===== src/rtl/add_arbiter.sv =====
`default_nettype none
// ============================================================================
//  Module   : add_arbiter
//  Purpose  : Shares one external registered adder (1-cycle latency) between
//             NREQ requesters. An IDLE-state arbiter grants one requester,
//             latches its operands and index, drives them to the adder, then
//             captures the sum and holds it until the consumer accepts it.
//  Revision : 1.0  initial release
// ----------------------------------------------------------------------------
//  Parameters
//    NREQ  number of requesters (2..8)
//    AW    operand width, sum width is AW+1
//  Ports
//    clk, rst              clock, asynchronous active-high reset
//    req_valid/req_a/req_b per-requester request and packed operands
//    req_ready             one-hot grant strobe (IDLE only)
//    add_a/add_b/add_sum   shared adder operands and registered result
//    rsp_valid/rsp_ready   response handshake
//    rsp_id/rsp_sum        owner index and captured sum
//    busy                  high whenever the FSM is not IDLE
//  Build option
//    ADD_ARBITER_FIXED_PRIO_EN  lowest index always wins (no rotating pointer)
// ============================================================================
module add_arbiter #(
    parameter int NREQ = 4,
    parameter int AW   = 4
) (
    input  logic                      clk,
    input  logic                      rst,
    input  logic [NREQ-1:0]           req_valid,
    input  logic [NREQ*AW-1:0]        req_a,
    input  logic [NREQ*AW-1:0]        req_b,
    output logic [NREQ-1:0]           req_ready,
    output logic [AW-1:0]             add_a,
    output logic [AW-1:0]             add_b,
    input  logic [AW:0]               add_sum,
    output logic                      rsp_valid,
    input  logic                      rsp_ready,
    output logic [$clog2(NREQ)-1:0]   rsp_id,
    output logic [AW:0]               rsp_sum,
    output logic                      busy
);

    localparam int IW = $clog2(NREQ);

    typedef enum logic [1:0] {
        IDLE  = 2'd0,
        ISSUE = 2'd1,
        WAIT  = 2'd2,
        RESP  = 2'd3
    } state_t;

    state_t         r_state;
    logic           w_found;
    logic [IW-1:0]  w_win;
    logic [AW-1:0]  w_sel_a;
    logic [AW-1:0]  w_sel_b;

`ifndef ADD_ARBITER_FIXED_PRIO_EN
    logic [IW-1:0]  r_ptr;
    logic [IW:0]    w_ptr_inc;
    logic [IW-1:0]  w_ptr_nxt;

    // Search from r_ptr upward, wrapping at NREQ; the extra bit keeps the
    // sum from overflowing before the wrap subtraction.
    always_comb begin : p_arb
        logic [IW:0] pos;
        w_found = 1'b0;
        w_win   = '0;
        pos     = '0;
        for (int k = 0; k < NREQ; k++) begin
            pos = {1'b0, r_ptr} + (IW+1)'(k);
            if (pos >= (IW+1)'(NREQ)) begin
                pos = pos - (IW+1)'(NREQ);
            end
            if (!w_found && req_valid[pos[IW-1:0]]) begin
                w_found = 1'b1;
                w_win   = pos[IW-1:0];
            end
        end
    end

    always_comb begin
        w_ptr_inc = {1'b0, w_win} + (IW+1)'(1);
        w_ptr_nxt = (w_ptr_inc == (IW+1)'(NREQ)) ? '0 : w_ptr_inc[IW-1:0];
    end
`else
    // Fixed priority: first valid requester from index 0 wins.
    always_comb begin : p_arb
        w_found = 1'b0;
        w_win   = '0;
        for (int k = 0; k < NREQ; k++) begin
            if (!w_found && req_valid[k]) begin
                w_found = 1'b1;
                w_win   = IW'(k);
            end
        end
    end
`endif

    // Operand mux for the winning requester.
    always_comb begin
        w_sel_a = '0;
        w_sel_b = '0;
        for (int k = 0; k < NREQ; k++) begin
            if (IW'(k) == w_win) begin
                w_sel_a = req_a[k*AW +: AW];
                w_sel_b = req_b[k*AW +: AW];
            end
        end
    end

    // Grant is combinational in IDLE; gated by rst so nothing is accepted
    // while reset is held.
    always_comb begin
        req_ready = '0;
        if (!rst && (r_state == IDLE) && w_found) begin
            req_ready[w_win] = 1'b1;
        end
    end

    always_ff @(posedge clk or posedge rst) begin
        if (rst) begin
            r_state   <= IDLE;
`ifndef ADD_ARBITER_FIXED_PRIO_EN
            r_ptr     <= '0;
`endif
            add_a     <= '0;
            add_b     <= '0;
            rsp_id    <= '0;
            rsp_sum   <= '0;
            rsp_valid <= 1'b0;
            busy      <= 1'b0;
        end else begin
            case (r_state)
                IDLE: begin
                    if (w_found) begin
                        add_a   <= w_sel_a;
                        add_b   <= w_sel_b;
                        rsp_id  <= w_win;
`ifndef ADD_ARBITER_FIXED_PRIO_EN
                        r_ptr   <= w_ptr_nxt;
`endif
                        busy    <= 1'b1;
                        r_state <= ISSUE;
                    end
                end
                // Adder samples add_a/add_b on the edge leaving ISSUE.
                ISSUE: r_state <= WAIT;
                // add_sum now holds the registered result of those operands.
                WAIT: begin
                    rsp_sum   <= add_sum;
                    rsp_valid <= 1'b1;
                    r_state   <= RESP;
                end
                RESP: begin
                    if (rsp_ready) begin
                        rsp_valid <= 1'b0;
                        busy      <= 1'b0;
                        r_state   <= IDLE;
                    end
                end
                default: begin
                    rsp_valid <= 1'b0;
                    busy      <= 1'b0;
                    r_state   <= IDLE;
                end
            endcase
        end
    end

endmodule
`default_nettype wire


===== config.mk =====
export PLATFORM = sky130hd
export DESIGN_NAME = add_arbiter
export DESIGN_NICKNAME = d
export VERILOG_FILES = /design/src/rtl/add_arbiter.sv
export SDC_FILE = /design/constraint.sdc
export NUM_CORES = 1
export LEC_CHECK = 0
export BUFFER_PORTS_ARGS = -buffer_cell sky130_fd_sc_hd__buf_2
export CAP_MARGIN = 25
export CORE_MARGIN = 4
export CORE_UTILIZATION = 42
export DETAILED_ROUTE_END_ITERATION = 12
export PLACE_DENSITY_LB_ADDON = 0.08
export SYNTH_ARGS = -nofsm -noshare
export SYNTH_HDL_FRONTEND = slang
export SYNTH_SLANG_ARGS = --single-unit

===== constraint.sdc =====
create_clock -name clk -period 2.2 [get_ports clk]
set_clock_uncertainty 0.05 [all_clocks]
set_input_delay 0.33 -clock clk [delete_from_list [all_inputs] [get_ports clk]]
set_output_delay 0.33 -clock clk [all_outputs]
set_load 0.05 [all_outputs]

Word-level counts from Yosys, hierarchy flattened
Index checks and enable logic that the tools add are counted.
{"block": "word_totals", "in_bits": 44, "word_cells": 92, "reg_bits": 21}
{"block": "op_classes", "order_cmp": 10, "eq_ne": 9, "n_reduce_logical": 18, "n_addsub": 8, "mux": 39}
{"op": "$mux W4", "n": 9}
{"op": "$mux W2", "n": 11}
{"op": "$lt A2 B3 Y1 const B", "n": 5}
{"op": "$mux W1", "n": 11}
{"op": "$ge A3 B3 Y1 const B", "n": 3}
{"op": "$bmux W1 S2", "n": 4}
{"op": "$pmux W2 S4", "n": 1}
{"op": "$sub A2 B1 Y2 const B", "n": 4}
{"op": "$add A2 B1 Y3 const B", "n": 2}
{"op": "$add A2 B2 Y3 const B", "n": 2}
{"op": "$logic_and A1 B1 Y1", "n": 6}
{"op": "$reduce_and A2 Y1", "n": 3}
{"op": "$eq A2 B2 Y1 const A", "n": 2}
{"op": "$eq A2 B2 Y1 const B", "n": 2}
{"op": "$logic_not A1 Y1", "n": 4}
{"op": "$logic_not A2 Y1", "n": 2}
{"op": "$ne A2 B2 Y1 const B", "n": 2}
{"op": "$pmux W1 S2", "n": 2}
{"op": "$reduce_bool A2 Y1", "n": 2}
{"op": "$eq A3 B3 Y1 const B", "n": 1}
{"op": "$ge A2 B3 Y1 const B", "n": 1}
{"op": "$reduce_and A3 Y1", "n": 1}
{"op": "$demux W1 S2", "n": 1}
{"op": "$eq A1 B2 Y1 const A", "n": 1}
{"op": "2 further kinds", "n": 2}

Logic depth before layout (Yosys ltp)
{"block": "depth", "depth_word": 19, "depth_mapped": 9, "depth_no_buf": 7}

Worst setup path before layout
No wires, ideal clock.
{"block": "synth_path", "path_kind": "register -> output", "startpoint": "reg r_ptr[1]", "endpoint": "out req_ready[0]", "path_slack_ps": 8, "n_path_buf": 1, "t_required_ps": 1820, "arrival_ps": 1812, "stages_incl_launch_ff": 7, "path_cell_list": "dfrtp_1 > nand2_1 > a311oi_1 > or2_2 > ha_1 > buf_1 > and2_1"}
{"block": "synth_between", "elab_chain_len": 19}
{"item": "from (decl)", "line_no": "60", "source": "logic [IW-1:0] r_ptr;"}
{"item": "from (signal assigned)", "line_no": "142", "source": "r_ptr <= w_ptr_nxt;"}
{"item": "parallel branches: the longest is 18 deep, another holds $add A2 B1 Y3"}
{"item": "$mux W4 (*)", "line_no": "117", "source": "if (!rst && (r_state == IDLE) && w_found) begin"}
{"item": "to (decl)", "line_no": "33", "source": "output logic [NREQ-1:0] req_ready,"}
Every way passes the cells marked *. The select of a mux whose other input is x is not followed.

Worst setup path in the final report
{"block": "layout_path", "startpoint": "reg r_ptr[1]", "endpoint": "out req_ready[2]"}
Same word-level chain as after synthesis.

==> impl_metrics.yaml <==
status:
  status: "complete, but fails checks"
  failed_checks: "negative setup slack"
detailed_routing:
  wl_per_cell_um: 15.02
  ant_nets: 0
  routed_wl_um: 3844
  via_per_inst: 5.184
  top_layer_used: "met4"
  drc_errors: 0
  firstDrtPassIters: 4
  vias: 1327
  wl_met2_um: 1943
  wl_met3_um: 285
  wl_met1_um: 1578
  drt_iter0_markers: 61
clocking:
  worst_skew_pair.late_latency_ns: 0.30
  cts.path.max_buffers: 2
  cts.sinks: 21
  h-tree-depth: 1
  hold_buffers: 0
  root_buffer: "clkbuf_4"
  cts_tree: "built"
  cts_made_buffers: 3
  clk_pin_slew_ns: 0.12
final_layout:
  nFillCells: 259
  regArea_um2: 526.8
  area_growth_pct: 47.42
  multi_input_area_um2: 859.6
  final_nets: 264
  finish.utilization: 0.6616
  final_layout_size_suffix_gt1_frac: 0.5896
  n_antenna_cell: 0
global_route:
  overflow: 0
  grt_pass1_vias: 1376
  antenna_found_initial: 0
  grt_usage: 0.1734
  grt_pass1_wl_um: 5837
  grt_max_degree: 22
synth:
  ys_ff_latch: 21
  syn_avg_cell_area_um2: 10.64
  synth.area.mux_share: 0.07130
  synth_cells: 132
  synth-edff-count: 0
  synth_common_cells: "dfrtp_1, a21oi_1, inv_1"
  yosys.area_share.simple: 0.1319
  async_reset_ff_frac: 1.000
  ys_seq_area_frac: 0.3743
  synth_top_family_by_area: "compound AO/OA/AOI/OAI gates"
  synth_top_flop_cell: "dfrtp_1"
  yosysMostFrequentCell: "dfrtp_1"
  synth_area_um2: 1404
  yosys_warnings: 0
  synth-xor-area-share: 0
  synth_area_leaders: "dfrtp_1, a2bb2oi_2, a21oi_1, mux2_2, ha_1"
  synth_top_cell_by_area: "dfrtp_1"
  synth_cell_type_count: 32
  syn_nets: 183
  yosysTopAreaCellShare: 0.3743
  synth_compound_area_frac: 0.2745
  synth_fa_ha_area_frac: 0.06239
critical_path:
  crit_path_max_fanout: 5
  critPathKind: "reg -> out"
  worst_ep_required_time_ns: 1.82
  cp-start-kind: "register"
  critPathArrivalTime_ns: 1.93
  cp-end-kind: "output port"
floorplan:
  row_count: 20
  core_um2: 3128
  fp.dieH_um: 65.82
  die_x_um: 65.82
  die_area_um2: 4332
  initial_core_util: 0.4488
  io_pins: 65
worst_hold_path:
  hp-class: "in -> async"
timing:
  slew_headroom: 0.2865
  rsz0062_at_grt: "true"
  post-route-period-util: 1.048
  fin_crit_ns: 2.305
  tightest_slew_ns: 1.068
  setup_ws_ns: -0.1051
  finalSetupViolations: 3
  hold_viol_final: 0
  max_clock_freq_mhz: 433.8
  drv_slew: 0
power_and_ir_drop:
  p_per_area_nw_per_um2: 1535
  total_leakage_power_nw: 0.9731
  peakVddDrop_mv: 0.7988
  power_mw: 3.177
placement:
  portBuffers: 64
  hpwl_um: 2792
  gp_congestion: 0.8102
job:
  cap_viol_max_count: 0
[where the power goes]
part           switching (mW)  internal (mW)
logic                    1.30          0.959
registers               0.132          0.591
clock network           0.125         0.0692
[cell type report]
class	count	share of cell area
clock buffer	3	0.01088
clock inverter	1	0.003628
timing repair buffer	85	0.2654
multi-input combinational	89	0.4154
sequential	21	0.2545
inverter	13	0.02358
tap	44	0.02660
[cells by family (layout without fill, tap and decap cells)]
kind of cell | after synthesis | count (layout)
simple gates | 29 | 29
buf+inv | 22 | 102
mux | 9 | 9
flops | 21 | 21
fa+ha+maj | 7 | 7
compound gates | 44 | 44
[registers in the layout, indices dropped and copies added (netlist names)]
register   flops
add_b          4
rsp_id         2
r_ptr          2
rsp_valid      1
r_state        2
busy           1
rsp_sum        5
add_a          4
[metrics by stage]
stage	setup slack, ns	instances	setup TNS [ns]	hold slack [ns]	area [µm²]
floorplan	0.007838	132	0	0.2565	1404
detailed placement	-0.04125	242	-0.1234	0.4332	1815
global route	-0.1853	256	-0.6602	0.1723	2069
CTS	-0.1108	250	-0.3264	0.1462	1959
finish	-0.1051	256	-0.2551	0.1201	2069
global placement	0.03558	242	0	0.4182	1815
[timing repair]
action	4_1_cts	5_1_grt
gates resized for setup	26	6
pin swaps	9	9
gates cloned	0	1
buffers inserted	5	5
setup endpoints to repair	6	9
[final timing paths]
kind / start / to / slack (ns) / cells past startpoint
setup / recovery: r_ptr[1]$_DFFE_PP0P_ / req_ready[2] / -0.11 / 6
hold / removal: rst / add_a[1]$_DFFE_PP0P_ / 0.12 / 2
setup reg to reg: r_ptr[1]$_DFFE_PP0P_ / add_a[0]$_DFFE_PP0P_ / 0.05 / 7
hold reg to reg: rsp_valid$_DFFE_PP0P_ / rsp_valid$_DFFE_PP0P_ / 0.46 / 1
max in group asynchronous: rst / r_ptr[1]$_DFFE_PP0P_ / 1.43 / 2
min in group clk: add_sum[4] / rsp_sum[4]$_DFFE_PP0P_ / 0.19 / 2
[routing by layer]
metal  global-route usage  vias up
met1               0.2104      626
met3              0.03571        4
met2               0.3054       53
met4              0.05181        0
li1                     -      644
met5                    0        -
[critical path: stages, from the launching register on]
cell	delay, ns
dfrtp_2	0.44
mux2i_1	0.23
nor2_2	0.09
or3_4	0.41
ha_4	0.18
and2_4	0.13
buf_8	0.14
[placed cells by master, fill, tap and decap left out, types with 2 or more instances in the layout]
cell type	instances
nor2b_1	3
a21oi_4	2
o32a_1	2
ha_2	2
a22o_1	2
buf_2	60
a221o_1	6
mux2_2	8
a21oi_1	17
a221o_2	2
o31ai_1	2
nand3b_1	8
inv_1	13
buf_12	2
ha_4	3
buf_6	3
nand2_1	3
ha_1	2
dfrtp_1	20
and2_4	2
nor2_1	2
and2_1	2
nand2b_1	2
buf_4	18
a2bb2oi_2	7
clkbuf_4	3
Note: power is estimated with default switching activity, not from simulation.
